[config.mk]
export PLATFORM = sky130hd
export DESIGN_NAME = pwm_compare
export DESIGN_NICKNAME = d
export VERILOG_FILES = /design/src/rtl/pwm_compare_pkg.sv /design/src/rtl/pwm_shadow_reg.sv /design/src/rtl/pwm_compare.sv
export SDC_FILE = /design/constraint.sdc
export NUM_CORES = 1
export LEC_CHECK = 0
export CAP_MARGIN = 20
export CORE_MARGIN = 1.5
export CORE_UTILIZATION = 46
export DETAILED_ROUTE_END_ITERATION = 16
export PLACE_DENSITY = 0.81
export SLEW_MARGIN = 20
export SYNTH_ARGS = -nofsm -noshare
export SYNTH_HDL_FRONTEND = slang
export SYNTH_HIERARCHICAL = 1
export SYNTH_SLANG_ARGS = --single-unit
[constraint.sdc]
create_clock -name clk -period 2 [get_ports clk]
set_input_delay 0.3 -clock clk [delete_from_list [all_inputs] [get_ports clk]]
set_output_delay 0.3 -clock clk [all_outputs]
set_load 0.005 [all_outputs]
[src/rtl/pwm_compare_pkg.sv]
// Shared widths, FSM state encoding and compare helper for the PWM compare block.
// The comparator and the shadow register pair both import this package.
package pwm_compare_pkg;

    localparam int CNT_W = 16;
    localparam int PER_W = 8;

    localparam logic [PER_W-1:0] PERIODS_MAX = '1;

    typedef enum logic [1:0] {
        ST_IDLE      = 2'd0,
        ST_WAIT_WRAP = 2'd1,
        ST_ACTIVE    = 2'd2,
        ST_STOPPING  = 2'd3
    } state_t;

    // Active level while the count is below the threshold, inverted by polarity.
    function automatic logic pwm_level(input logic [CNT_W-1:0] cnt,
                                       input logic [CNT_W-1:0] duty,
                                       input logic             pol);
        return pol ^ (cnt < duty);
    endfunction

endpackage

[src/rtl/pwm_shadow_reg.sv]
// Pending/active configuration pair. A new setting is parked in the pending
// register and only reaches the comparator when the controller says apply.
module pwm_shadow_reg
    import pwm_compare_pkg::*;
(
    input  logic             clk,
    input  logic             reset,
    input  logic             cfg_valid,
    input  logic [CNT_W-1:0] cfg_duty,
    input  logic             cfg_pol,
    input  logic             apply,
    output logic             cfg_ready,
    output logic [CNT_W-1:0] active_duty,
    output logic             active_pol
);

    logic             pending;
    logic [CNT_W-1:0] pending_duty;
    logic             pending_pol;
    logic             xfer;

    assign cfg_ready = !pending;
    assign xfer      = cfg_valid && !pending;

    // xfer and the pending->active copy are mutually exclusive, so a transfer
    // landing on an apply cycle simply waits for the next apply.
    always_ff @(posedge clk) begin
        if (reset) begin
            pending      <= 1'b0;
            pending_duty <= '0;
            pending_pol  <= 1'b0;
            active_duty  <= '0;
            active_pol   <= 1'b0;
        end else begin
            if (xfer) begin
                pending      <= 1'b1;
                pending_duty <= cfg_duty;
                pending_pol  <= cfg_pol;
            end
            if (pending && apply) begin
                active_duty <= pending_duty;
                active_pol  <= pending_pol;
                pending     <= 1'b0;
            end
        end
    end

endmodule

[src/rtl/pwm_compare.sv]
// PWM comparator slaved to an external free-running 16-bit counter. Starts and
// stops only on counter wrap so every emitted period is complete.
module pwm_compare
    import pwm_compare_pkg::*;
(
    input  logic             clk,
    input  logic             reset,
    input  logic             cnt_en,
    input  logic [CNT_W-1:0] cnt_q,
    input  logic             cnt_tc,
    input  logic             run,
    input  logic             cfg_valid,
    input  logic [CNT_W-1:0] cfg_duty,
    input  logic             cfg_pol,
    output logic             cfg_ready,
    output logic             pwm,
    output logic             match,
    output logic             period_done,
    output logic [PER_W-1:0] periods,
    output logic             busy
);

    state_t           state;
    state_t           state_next;
    logic             boundary;
    logic             in_run;
    logic             apply;
    logic             start_run;
    logic [CNT_W-1:0] active_duty;
    logic             active_pol;

    assign boundary  = cnt_en && cnt_tc;
    assign in_run    = (state == ST_ACTIVE) || (state == ST_STOPPING);
    assign apply     = (state == ST_IDLE) || boundary;
    assign start_run = (state == ST_IDLE) && run;
    assign busy      = (state != ST_IDLE);

    pwm_shadow_reg u_shadow (
        .clk         (clk),
        .reset       (reset),
        .cfg_valid   (cfg_valid),
        .cfg_duty    (cfg_duty),
        .cfg_pol     (cfg_pol),
        .apply       (apply),
        .cfg_ready   (cfg_ready),
        .active_duty (active_duty),
        .active_pol  (active_pol)
    );

    always_ff @(posedge clk) begin
        if (reset) begin
            state <= ST_IDLE;
        end else begin
            state <= state_next;
        end
    end

    // Dropping run in WAIT_WRAP wins over a coincident wrap; in STOPPING the
    // wrap wins, since that period has already been emitted in full.
    always_comb begin
        state_next = state;
        case (state)
            ST_IDLE: begin
                if (run) state_next = ST_WAIT_WRAP;
            end
            ST_WAIT_WRAP: begin
                if (!run)          state_next = ST_IDLE;
                else if (boundary) state_next = ST_ACTIVE;
            end
            ST_ACTIVE: begin
                if (!run) state_next = ST_STOPPING;
            end
            ST_STOPPING: begin
                if (boundary) state_next = ST_IDLE;
                else if (run) state_next = ST_ACTIVE;
            end
            default: state_next = ST_IDLE;
        endcase
    end

    always_ff @(posedge clk) begin
        if (reset) begin
            pwm         <= 1'b0;
            match       <= 1'b0;
            period_done <= 1'b0;
            periods     <= '0;
        end else begin
            if (in_run) begin
                pwm <= pwm_level(cnt_q, active_duty, active_pol);
            end else begin
                pwm <= active_pol;
            end

            match       <= in_run && cnt_en && (cnt_q == active_duty) && (active_duty != '0);
            period_done <= in_run && boundary;

            if (start_run) begin
                periods <= '0;
            end else if (in_run && boundary && (periods != PERIODS_MAX)) begin
                periods <= periods + 1'b1;
            end
        end
    end

endmodule

* Yosys cells after proc, flatten, opt, wreduce, memory -nomap -nowiden
Index checks and enable logic that the tools add are counted.
W data, S select, Z words.
** Storage, ports and cells
- Memory bits (read-only) :: 0
- Memories :: 0
- Latch bits :: 0
- Register bits :: 48
- Bits in writable memories :: 0
- Bits of input ports :: 39
- Word-level logic and storage cells :: 48
- Output and inout bits :: 13
** Cells by class
- Equal/unequal tests :: 9
- Reductions and logical operators :: 18
- Div/mod/pow operators :: 0
- Order comparisons :: 1
- Shift operators :: 0
- Muxes and demuxes :: 8
- Multipliers :: 0
- Add/subtract/negate cells :: 1
- Bitwise operators :: 1
** Operator list (number)
- $eq A16 B16 Y1 :: 1
- $lt A16 B16 Y1 :: 1
- $reduce_bool A16 Y1 :: 1
- $mux W2 :: 6
- $logic_and A1 B1 Y1 :: 9
- $add A8 B1 Y8 const B :: 1
- $ne A8 B8 Y1 const B :: 1
- $pmux W2 S4 :: 1
- $ne A3 B3 Y1 const B :: 2
- $eq A2 B2 Y1 const B :: 2
- $ne A2 B2 Y1 const B :: 2
- $reduce_and A4 Y1 :: 1
- $reduce_or A2 Y1 :: 2
- $eq A2 B1 Y1 const B :: 1
- $logic_not A2 Y1 :: 1
- $logic_or A1 B1 Y1 :: 2
- $reduce_bool A2 Y1 :: 1
- $logic_not A1 Y1 :: 1
- $mux W1 :: 1
- $xor A1 B1 Y1 :: 1

* Depth between registers and ports, before layout
Gate-level depths: netlist of the first run.
- Word-level depth :: 5
- Depth in mapped cells :: 8

* Hierarchy
Netlist of the first run, hierarchy kept.
** Modules (own cells, without submodules)
- pwm_shadow_reg :: cells each 138, times used 1, area an instance 1527.7 um^2
- pwm_compare :: cells each 123, times used 1, area an instance 991.0 um^2

* Worst setup path after synthesis of the first run
No wires, ideal clock.
- Path type :: register to register
- Start point :: reg u_shadow.active_duty[13]
- End point :: reg pwm
- Required time :: 1.877 ns
- Setup slack :: -0.131 ns
- Clock period less this slack :: 2.131 ns
- Arrival time :: 2.007 ns
- Cell stages (with the launch flop) :: 8
- Cell sequence :: dfxtp_1 inv_1 ha_1 nand4_1 nor3_1 or4b_1 a2111oi_1 mux2_1
** On the way
- Word-level cells in the longest chain between the ends :: 3
** RTL lines
- from (decl) :: line pwm_shadow_reg.sv:13 : output logic [CNT_W-1:0] active_duty,
- from (signal assigned) :: line pwm_shadow_reg.sv:41 : active_duty <= pending_duty;
- $lt A16 B16 Y1 :: line pwm_compare_pkg.sv:21 : return pol ^ (cnt < duty);
- $xor A1 B1 Y1 :: line pwm_compare_pkg.sv:21
- $mux W1 :: line pwm_compare.sv:88 : if (in_run) begin
- to (signal assigned) :: line pwm_compare.sv:89 : pwm <= pwm_level(cnt_q, active_duty, active_pol);
- to (signal assigned) :: line pwm_compare.sv:91 : pwm <= active_pol;
- to (decl) :: line pwm_compare.sv:16 : output logic pwm,
No other way between the ends.
A chain may end at the register's enable or synchronous reset.

* Final worst setup path of the first run
- Start point :: in cnt_q[1]
- End point :: reg pwm
** On the way
- Word-level cells in the longest chain between the ends :: 3
** RTL lines
- from (decl) :: line pwm_compare.sv:9 : input logic [CNT_W-1:0] cnt_q,
- $lt A16 B16 Y1 :: line pwm_compare_pkg.sv:21
- $xor A1 B1 Y1 :: line pwm_compare_pkg.sv:21
- $mux W1 :: line pwm_compare.sv:88
No other way between the ends.

==> run metrics, run 1 <==
status=finished, violations left; violated checks=setup timing; wire per inst=13.5 um; num rows=26; sequential share of the synthesized area=between 30% and 40%; worst endpoint data arrival time=2.32 ns; CTS H-tree depth=2; synthesized area per cell=9.65 um^2; Final setup violation count=1; Sequential Power Share=49.9%; Peak Freq=471 MHz; type of the worst setup path=input pin to register; YS warnings=6; Synth Instances=~260; Final #Nets=approximately 380; share of cells above drive strength 1=a little under a fifth; Area Overhead vs Synth=35.9%; DR DRC count=0; top_reg_cell synth=dfxtp_1; Initial Utilization=48.4%; CTS tree=done; relative slew slack=~70%; CP Buf/Inv Count=1; Startpoint Class=input pin; actual slew at the worst max-slew pin=0.456 ns; synthesized cell area=2520 um^2; cts hold-fix bufs=0; #FFs+latches synth=48; Fin Clk Skew=roughly 0.0035 ns; vias in the first global route=1856; crit-path leading delay family=compound AO/OA/AOI/OAI gates; Routed Antenna Nets=0; final worst path period share=106%; pin count of the biggest net entering global routing=60; Largest stage delay, worst path=0.45 ns; Vias=1979; P per Cell Area=587 nW/um^2; Crit path depth=7; Initial DRC Count=78; clock power share=about a third; Final Hold Fails=0; Leak=1.27 nW; sw frac=23.1%; drt first pass iters=4; Die W=77.0 um; Tmin final=2.12 ns; maxcap violations=0; WP data required=2.19 ns; detailed-route wire length=5.33 mm; Overall Power=2.01 mW; max-slew violation count=0; Total GRT Usage=17.9%; GPL Wtd Cong=roughly 0.84; Sw Pwr=0.464 mW; Setup WS post-layout=-0.124 ns; Port Buffers=51; Net Count, Synth=around 320; I/O pin cnt=52; Int Power=between 1.5 and 2 mW; Via density=5.00; clock sink count=48; Reg clk slew, reported paths=0.08 ns; Max clock buf depth=2; HPWL after DPL=roughly 3.8 mm; Worst Setup End Kind=register; EDFF count, synth=0; CP max FO=2; FFs w/ async S/R, synth=0%; Slowest cell on crit path=clkdlybuf4s50_1; Worst Hold Class=register to register; worst skew pair latency=0.30 ns; Worst Hold Depth=2; Comb pwr share=16.1%; cells along the critical path=clkdlybuf4s50_1 -> ha_1 -> nor2b_1 -> o211ai_1 -> a21boi_4 -> a2111oi_4 -> mux2_4; first-pass GRT wire length=roughly 8.4 mm; reg2reg path depth=7; number of diodes=0; Netlist cell types=40; Core Area=5200 um^2; DIE HEIGHT=77.0 um; initial antenna violation count=0; DIE AREA=5930 um^2; Final Util=65.7%; clock root buffer master=clkbuf_8; cts bufs inserted=5; worst vdd ir=around 0.37 mV; RSZ-0062 raised after global routing=true; total gr overflow=0
[cell usage after synthesis (2+ instances only)]
cell type,instances,area (um^2)
nand2_1,6,22.5
ha_1,17,213
nand2b_1,34,213
buf_6,3,33.8
nand4bb_1,17,191
nand3_1,7,35.0
mux2i_1,18,180
nor2_1,15,56.3
o21ai_2,10,87.6
o21ai_1,2,10.0
nor3_1,4,20.0
clkbuf_1,6,22.5
and2b_1,2,15.0
nor2b_1,2,12.5
inv_1,19,71.3
o211ai_1,2,15.0
buf_2,3,15.0
nand4_1,5,31.3
xor2_1,4,35.0
o21ai_0,6,30.0
xnor2_1,4,35.0
dfxtp_1,48,961
a21oi_1,5,25.0
nor4_1,4,25.0
a21o_1,3,22.5
[layer usage]
metal,up-vias,track usage (%),share of wire [%]
met4,0,7.82,1.7
met2,48,27.4,46
met1,883,23.8,47
li1,1041,-,-
met3,7,4.29,4.5
met5,-,0,0
[worst register-to-register path, stage by stage, from the launching register on]
cell,delay (ns)
dfxtp_1,0.38
inv_1,0.06
ha_1,0.28
nor2b_1,0.13
o211ai_1,0.32
a21boi_4,0.11
a2111oi_4,0.36
mux2_4,0.33
[cells in the final DEF, fill, tap and decap left out, types with 5 or more instances in the layout]
master,n
clkbuf_8,5
dlygate4sd2_1,5
nand2b_1,34
dfxtp_1,43
o21ai_2,10
nand4bb_1,17
inv_1,16
mux2i_1,18
nand3_1,7
o21ai_0,6
ha_4,6
ha_1,11
nand2_1,6
dfxtp_2,5
nor2_1,15
nand4_1,5
buf_4,17
clkdlybuf4s50_1,46
[cell type report]
class	instances	area, um^2
Fill cell	454	1780
Multi-Input combinational cell	181	1530
Sequential cell	48	967
Timing Repair Buffer	70	663
Tap cell	70	87.6
Clock buffer	6	72.6
Inverter	19	71.3
Clock inverter	2	35.0
[final timing paths]
| check | to | from | slack, ns |
|---|---|---|---|
| min reg2reg | u_shadow/active_duty[14] | u_shadow/pending_duty[14] | 0.49 |
| max reg2reg | pwm | u_shadow/active_duty[1] | -0.07 |
| max | pwm | cnt_q[1] | -0.12 |
| min | u_shadow/active_duty[14] | u_shadow/pending_duty[14] | 0.49 |
[sequential cells by signal (all words and copies together), names as in the netlist]
| register | count |
|---|---|
| match | 1 |
| u_shadow/pending_pol | 1 |
| period_done | 1 |
| u_shadow/active_pol | 1 |
| u_shadow/pending | 1 |
| u_shadow/active_duty | 16 |
| state | 2 |
| pwm | 1 |
| periods | 8 |
| u_shadow/pending_duty | 16 |
[what timing repair did]
| action | CTS | global route |
|---|---|---|
| resized for setup | 9 | 17 |
| buffers inserted | 1 | 0 |
| cloned | 0 | 0 |
| setup endpoints to repair | 1 | 1 |
| hold endpoints to repair | 0 | 0 |
| pin swaps | 2 | 2 |
[through the flow]
step	setup slack, ns	cell area [um^2]	hold WS, ns	cells	setup TNS [ns]
finish	-0.124	3420	0.489	396	-0.124
global route	-0.148	3420	0.515	396	-0.148
CTS	-0.149	3320	0.491	396	-0.149
detailed placement	-0.532	3190	0.478	387	-0.585
global placement	-0.492	3190	0.469	387	-0.538
floorplan	-0.0132	2540	0.372	261	-0.0132
[cell families (layout without fill, tap and decap cells)]
group	Yosys count	after routing	share of synthesized area [%]
adders and majority gates	17	17	8.44
xor gates and xnor gates	8	8	2.78
buffers and inverters	32	97	6.46
AOI/OAI and AO/OA	33	33	9.29
and+or+nand+nor	104	104	27.3
muxes	19	19	7.60
DFF	48	48	38.2
[power groups by stage]
stage / logic [mW] / clock network [mW] / registers [mW]
5_1_grt: 0.355 / 0.733 / 1.01
3_5_place_dp: 0.304 / 0 / 1.03
3_3_place_gp: 0.299 / 0 / 1.02
4_1_cts: 0.307 / 0.701 / 1.00
6_report: 0.324 / 0.682 / 1.00
2_1_floorplan: 0.178 / 0 / 1.02
Power figures use the tool's default switching activity.
==> run 2: changes to the inputs <==
==> constraint.sdc (replaced) <==
create_clock -name clk -period 1.85 [get_ports clk]
set_input_delay 0.2775 -clock clk [delete_from_list [all_inputs] [get_ports clk]]
set_output_delay 0.2775 -clock clk [all_outputs]
set_load 0.005 [all_outputs]
==> run 2 against run 1 <==
The flow still finishes with violations (setup timing). Die area unchanged. Register-to-register slack worse by 0.17 ns. Clock skew up 0.0016 ns. Via count up 0.81%. Routed wire length up 1.7%. First-iteration DRC count up 2.6%. Highest routed layer unchanged. Hold slack worse by 0.0021 ns. Largest cell class unchanged.
==> run metrics, run 2 (synthesis results as in run 1) <==
Max clock buf depth=2; violated checks=setup timing; reg-to-reg endpoint=pwm; fillers=438; Routed Antenna Nets=0; total gr overflow=0; drt first pass iters=4; Worst Hold Class=register to register; worst vdd ir=roughly 0.32 mV; crit-path leading delay family=simple AND/OR/NAND/NOR gates; wire per inst=between 10 and 15 um; Total GRT Usage=18.7%; Comb pwr share=16.5%; Startpoint Class=input pin; reg2reg path depth=7; WP data required=a little over 2 ns; HPWL after DPL=3.90 mm; DIE AREA=5930 um^2; clock root buffer master=clkbuf_8; RSZ-0062 raised after global routing=true; pin count of the biggest net entering global routing=60; Leak=between 1 and 1.5 nW; Inst Count DP=~400; share of cells above drive strength 1=18.2%; routing usage on met3=4.52%; Vias=1995; commonest cells after routing, fill and taps aside=clkdlybuf4s50_1, dfxtp_1, nand2b_1; worst skew pair latency=0.30 ns; CTS tree=done; worst slack, placed=-0.661 ns; DR DRC count=0; Post-CTS Setup Inserts=0; setup TNS=-0.264 ns; Global Route met2 Usage=26.8%; Setup WS post-layout=-0.264 ns; worst endpoint data arrival time=2.32 ns; Largest stage delay, worst path=0.55 ns; commonest non-fill, non-tap cell in the layout=clkdlybuf4s50_1; detailed-route wire length=5.42 mm; grt peak-use layer=met2; CP Buf/Inv Count=1; Final #Nets=~390; Sequential Power Share=52.0%; non-filler cells, final=400; Initial DRC Count=80; maxcap violations=0; Sw Pwr=0.512 mW; Peak Freq=about 470 MHz; hold wc startpoint=u_shadow/pending_duty[15]; CP max FO=2; cts bufs inserted=5; met1 Use GR=between 20% and 30%; I/O pin cnt=between 50 and 60; GPL Wtd Cong=0.825; cells along the critical path=clkdlybuf4s50_1 -> ha_1 -> a21oi_1 -> nor3_1 -> or4b_4 -> a2111oi_4 -> mux2_4; Area after DPL=~3200 um^2; worst reg2reg setup slack=-0.24 ns; Fin Clk Skew=0.00503 ns; Reg clk slew, reported paths=~0.09 ns; Post-Layout Inst Area=around 3400 um^2; Tmin final=roughly 2.1 ns; Initial Utilization=a little under 50%; Final Hold Fails=0; status=finished, violations left; worst r2r src=u_shadow/active_duty[9]; sw frac=24.6%; type of the worst setup path=input pin to register; first-pass GRT wire length=8.71 mm; vias in the first global route=1853; Hold Path Sink=u_shadow/active_duty[15]; CTS H-tree depth=2; actual slew at the worst max-slew pin=0.405 ns; Port Buffers=51; top flop regs=u_shadow/active_duty (16), u_shadow/pending_duty (16), periods (8); DIE HEIGHT=77.0 um; Final setup violation count=1; Slowest cell on crit path=or4b_4; final worst path period share=114%; Via density=4.99; hold_ws=0.487 ns; clock power share=31.5%; Overall Power=2.08 mW; initial antenna violation count=0; clock sink count=48; P per Cell Area=616 nW/um^2; num rows=26; Final Util=65.0%; Int Power=1.57 mW; Core Area=5200 um^2; Die W=a little under 80 um; number of diodes=0; Area Overhead vs Synth=34.2%; Worst Setup End Kind=register; Worst Hold Depth=2; max-slew violation count=0; relative slew slack=72.8%
==> run 2: power groups by stage <==
stage,Sequential [mW],Clock [mW],Combinational [mW]
3_5_place_dp,1.11,0,0.335
5_1_grt,1.09,0.719,0.377
3_3_place_gp,1.11,0,0.328
6_report,1.08,0.655,0.343
4_1_cts,1.08,0.675,0.338
2_1_floorplan,1.10,0,0.192
==> run 2: tightest hold or removal path, cell delays in order (launching register included) <==
cell      delay [ns]
dfxtp_1         0.30
nand2b_1        0.08
mux2i_1         0.07
==> run 2: timing repair <==
action,in CTS,in global routing
hold buffers,0,0
gates cloned,0,0
endpoints found under the setup margin,1,1
pin swaps,0,1
gates resized for setup,10,7
==> run 2: worst max-delay path by stage <==
stage                              from  end  slack, ns  cells past startpoint
6_report                       cnt_q[9]  pwm      -0.26                      7
5_1_grt                        cnt_q[9]  pwm      -0.32                      7
4_1_cts        u_shadow/active_duty[12]  pwm      -0.28                      7
3_5_place_dp                  cnt_q[15]  pwm      -0.66                      7
3_3_place_gp                  cnt_q[15]  pwm      -0.63                      7
2_1_floorplan  u_shadow/active_duty[14]  pwm      -0.16                      7
==> run 2: final cells by class <==
type,instances,area (um^2),area share [%]
flip-flops and latches,48,967,28.6
clock inverters,1,7.51,0.222
repair buffers,74,691,20.4
inverters,19,71.3,2.11
multi-input cells,181,1470,43.5
clock buffers,7,86.3,2.55
well taps,70,87.6,2.59
==> run 2: metal layers <==
layer / vias to the layer above / part of all wire, %
li1: 1045 / -
met1: 886 / 50
met2: 53 / 43
met3: 11 / 4.5
met4: 0 / 2.6
met5: - / 0
==> run 3: changes to the inputs <==
==> constraint.sdc (replaced) <==
create_clock -name clk -period 1.85 [get_ports clk]
set_input_delay 0.2775 -clock clk [delete_from_list [all_inputs] [get_ports clk]]
set_output_delay 0.2775 -clock clk [all_outputs]
set_load 0.05 [all_outputs]
==> run 3 against run 2 <==
Via count increased by 0.50%. The flow still finishes with violations (setup timing). Clock power decreased by 4.9%. Worst setup slack got worse by 0.0031 ns. Clock-buffer cell count decreased by 1. Critical endpoint unchanged.
==> run metrics, run 3 (synthesis results as in run 1) <==
top flop regs=u_shadow/active_duty (16), u_shadow/pending_duty (16), periods (8); Initial DRC Count=59; Post-CTS Setup Inserts=0; GPL Wtd Cong=~0.85; worst skew pair latency=0.30 ns; detailed-route wire length=roughly 5.4 mm; maxcap violations=0; Vias=around 2k; Via density=between 5 and 6; pin count of the biggest net entering global routing=60; hold_ws=0.483 ns; Worst Hold Class=register to register; sw frac=25.6%; share of cells above drive strength 1=19.1%; RSZ-0062 raised after global routing=true; Comb pwr share=17.3%; I/O pin cnt=52; clock root buffer master=clkbuf_8; first-pass GRT wire length=8.71 mm; Final Hold Fails=0; Final Util=65.2%; P per Cell Area=between 600 and 700 nW/um^2; worst vdd ir=0.343 mV; Total GRT Usage=18.4%; Int Power=1.54 mW; initial antenna violation count=0; Area Overhead vs Synth=34.8%; CTS H-tree depth=2; vias in the first global route=1847; Routed Antenna Nets=0; Fin Clk Skew=0.00768 ns; violated checks=setup timing; total gr overflow=0; Tmin final=2.12 ns; Port Buffers=51; final worst path period share=114%; worst endpoint data arrival time=2.31 ns; DIE AREA=5930 um^2; Peak Freq=472 MHz; Die W=77.0 um; Max clock buf depth=2; type of the worst setup path=input pin to register; cts bufs inserted=5; commonest cells after routing, fill and taps aside=dfxtp_1, clkdlybuf4s50_1, nand2b_1; Core Area=5200 um^2; status=finished, violations left; max-slew violation count=0; number of diodes=0; Setup WS post-layout=-0.267 ns; Startpoint Class=input pin; Sw Pwr=approximately 0.53 mW; clock power share=a little under a third; CTS tree=done; HPWL after DPL=a little under 4 mm; Sequential Power Share=52.5%; drt first pass iters=5; CP max FO=2; wire per inst=13.7 um; Area after DPL=3220 um^2; Initial Utilization=48.4%; WP data required=~2 ns; Post-Layout Inst Area=roughly 3400 um^2; Final setup violation count=1; num rows=26; relative slew slack=66.0%; DR DRC count=0; DIE HEIGHT=between 70 and 80 um; clock sink count=48; commonest non-fill, non-tap cell in the layout=dfxtp_1; Worst Setup End Kind=register; actual slew at the worst max-slew pin=0.510 ns; Reg clk slew, reported paths=around 0.090 ns; Final #Nets=approximately 380; Leak=1.36 nW
run 3: path summary, 6_finish.rpt:
kind | start | depth (start not counted) | end | slack, ns
worst min register to register | u_shadow/pending_duty[13] | 2 | u_shadow/active_duty[13] | 0.48
worst max register to register | u_shadow/active_duty[15] | 8 | pwm | -0.25
worst min-delay path | u_shadow/pending_duty[13] | 2 | u_shadow/active_duty[13] | 0.48
worst max-delay path | cnt_q[9] | 7 | pwm | -0.27
run 3: repair_timing:
action	4_1_cts	5_1_grt
gates cloned	0	0
hold buffers	0	0
resized for setup	12	13
pin swaps	1	0
endpoints found under the setup margin	3	6
run 3: final cells by class:
type | count | area [um^2]
Clock buffer | 6 | 72.6
Clock inverter | 2 | 16.3
Inverter | 19 | 71.3
Fill cell | 436 | 1810
Timing Repair Buffer | 73 | 686
Tap cell | 70 | 87.6
Sequential cell | 48 | 966
Multi-Input combinational cell | 181 | 1500
run 3: critical path, stage by stage:
cell             delay, ns
clkdlybuf4s50_1       0.42
ha_1                  0.33
a21oi_2               0.14
nor3_2                0.05
or4b_4                0.55
a2111oi_4             0.23
mux2_4                0.33
run 3: power by group through the flow:
stage	logic, mW	clock network [mW]	registers [mW]
after floorplan	0.203	0	1.10
after global placement	0.336	0	1.11
after detailed placement	0.342	0	1.11
after CTS	0.347	0.637	1.08
after global routing	0.388	0.686	1.09
final	0.357	0.623	1.08
run 3: metrics by stage:
stage	instances	setup TNS, ns	power [mW]	setup slack (ns)
6_report	399	-0.267	2.06	-0.267
5_1_grt	399	-0.369	2.16	-0.343
4_1_cts	399	-0.292	2.07	-0.292
3_5_place_dp	391	-0.841	1.45	-0.643
3_3_place_gp	391	-0.794	1.44	-0.618
2_1_floorplan	261	-0.163	1.31	-0.163
run 3: layer usage:
| layer | global-route usage, % | part of all wire [%] |
|---|---|---|
| met1 | 25.0 | 48 |
| met4 | 7.64 | 2.3 |
| met2 | 27.6 | 44 |
| met5 | 0 | 0 |
| met3 | 4.52 | 5.3 |
==> edit, RTL diff (flow settings as in run 3) <==
Make the reset (`reset`) asynchronous in 3 clocked blocks.
--- a/src/rtl/pwm_shadow_reg.sv
+++ b/src/rtl/pwm_shadow_reg.sv
@@ -25,5 +25,5 @@
     // xfer and the pending->active copy are mutually exclusive, so a transfer
     // landing on an apply cycle simply waits for the next apply.
-    always_ff @(posedge clk) begin
+    always_ff @(posedge clk or posedge reset) begin
         if (reset) begin
             pending      <= 1'b0;
--- a/src/rtl/pwm_compare.sv
+++ b/src/rtl/pwm_compare.sv
@@ -48,5 +48,5 @@
     );
 
-    always_ff @(posedge clk) begin
+    always_ff @(posedge clk or posedge reset) begin
         if (reset) begin
             state <= ST_IDLE;
@@ -79,5 +79,5 @@
     end
 
-    always_ff @(posedge clk) begin
+    always_ff @(posedge clk or posedge reset) begin
         if (reset) begin
             pwm         <= 1'b0;
Formal check against the unedited RTL: differs if reset is asserted again (counterexample within 4 cycles, from zero or initial values and one cycle with reset high); with reset held inactive, the same outputs for 10 cycles.
==> edit against run 3 <==
Setup slack improved by 0.32 ns. Cell area fell by 6.2%. Wire length fell by 13%. Sequential cell count did not move. Synthesized cell count fell by 23%. Area after synthesis fell by 3.7%. Critical endpoint is now periods[1]. Largest cell class is now flip-flops and latches.
Power is not compared: it rests on default switching activity, and its combinational part moved more than twofold at a synthesized area within 25%.
==> edit: results (changes against run 3) <==
.. list-table::
   :header-rows: 1

   * - Metric
     - Value
   * - Multi-input gate area in the final layout
     - 1110 um2 (-26%)
   * - Post-Route WL
     - 4.75 mm (-13%)
   * - Parity-gate share of the synthesized area counting xor and xnor cells
     - 0.0217 (-0.00615)
   * - Dpl cell area
     - 3050 um2 (-5.2%)
   * - GR Util met3
     - 0.0569 (+0.0116)
   * - Adder and majority gate portion of the synthesized area
     - 0.0877 (+0.00327)
   * - Commonest cells in the synthesized netlist
     - sky130_fd_sc_hd__dfrtp_1, sky130_fd_sc_hd__mux2_2, sky130_fd_sc_hd__inv_1, sky130_fd_sc_hd__ha_1, sky130_fd_sc_hd__nand2_1
   * - DR WL met2
     - 2.47 mm (+2.4%)
   * - Layout cells sized above 1
     - 0.236 (+0.0443)
   * - Crit path max-delay cell type
     - sky130_fd_sc_hd__clkdlybuf4s50_1
   * - Relative area of clock buffers and inverters in the final design
     - 0.0397 (+0.0135)
   * - Largest fanout on the critical path
     - 4 (+2)
   * - Post-DP HPWL
     - 3.68 mm (-4.3%)
   * - Primary flip-flop cell chosen by synthesis mapping
     - sky130_fd_sc_hd__dfrtp_1
   * - Share of async-settable or async-resettable flops after synthesis
     - 1.00 (+1.00)
   * - Count of multi-input combinational gates
     - 129 (-29%)
   * - Power after layout
     - 0.00451 W
   * - Rel. slew slack
     - 0.659 (about the same)
   * - Iter 0 DRT Violations
     - 38 (-36%)
   * - Final design area excluding fillers
     - 3180 um2 (-6.2%)
   * - Inverters
     - 22 (+3)
   * - Outcome
     - finished, final reports clean
   * - Buffers excl. clock
     - 56 (-23%)
   * - Multiplexer share of the synthesized area
     - 0.176 (+0.0999)
   * - Maximum number of pins on one net before global-route repair
     - 36 (-40%)
   * - Fillcell total
     - 422 (-3.2%)
   * - Vias after detailed routing
     - 1679 (-16%)
   * - Routability Congestion
     - 0.885 (+4.3%)
   * - Worst clock skew on the final layout
     - 0.00986 ns (+0.00218 ns)
   * - Met3 wirelength from detailed routing
     - 229 um (-20%)
   * - Syn Inst Count
     - 202 (-23%)
   * - Top post-synthesis cells by area
     - sky130_fd_sc_hd__dfrtp_1, sky130_fd_sc_hd__mux2_2, sky130_fd_sc_hd__ha_1
   * - Sequential-to-total area share from yosys stat
     - 0.495 (+0.114)
   * - Clock Buffer Count
     - 7 (+1)
   * - M1 WL
     - 1.99 mm (-24%)
   * - TritonRoute pass-1 iters
     - 4 (-1)
   * - Kind of cell adding the most delay to the critical path
     - buffers and inverters
   * - Distinct cells, synth
     - 37 (-7.5%)
   * - WP data arrival
     - 1.52 ns (-0.79 ns)
   * - Worst hold path class
     - in -> async
   * - Largest stage delay on the critical path
     - 0.83 ns (+0.28 ns)
   * - Compound-cell area share of the yosys netlist
     - 0.0490 (-0.0439)
   * - Global Route Usage Sum
     - 0.185 (+0.00184)
   * - Pre-CTS setup slack
     - -0.178 ns (+0.465 ns)
   * - Met1 capacity usage during global routing
     - 0.217 (-0.0332)
[edit: worst register-to-register path, delay by kind of cell, from the launching register on]
kind / cells / cell delay, ns
simple gates: 3 / 0.56
flops: 1 / 0.39
fa+ha+maj: 1 / 0.32
compound gates: 1 / 0.18
xor+xnor: 1 / 0.13
buf+inv: 1 / 0.07
[edit: path summary, 6_finish.rpt]
check                                                     start                               endpoint  slack, ns  cells past startpoint
hold reg to reg                 u_shadow/active_pol$_DFFE_PP0P_                          pwm$_DFF_PP0_       0.50                      1
min in group clk                u_shadow/active_pol$_DFFE_PP0P_                          pwm$_DFF_PP0_       0.50                      1
hold / removal                                            reset                        match$_DFF_PP0_       0.31                      2
setup reg to reg           u_shadow/active_duty[11]$_DFFE_PP0P_                          pwm$_DFF_PP0_       0.14                      7
max in group asynchronous                                 reset  u_shadow/pending_duty[15]$_DFFE_PP0P_       1.14                      3
setup / recovery                         periods[1]$_DFFE_PP0P_                             periods[1]       0.05                      1
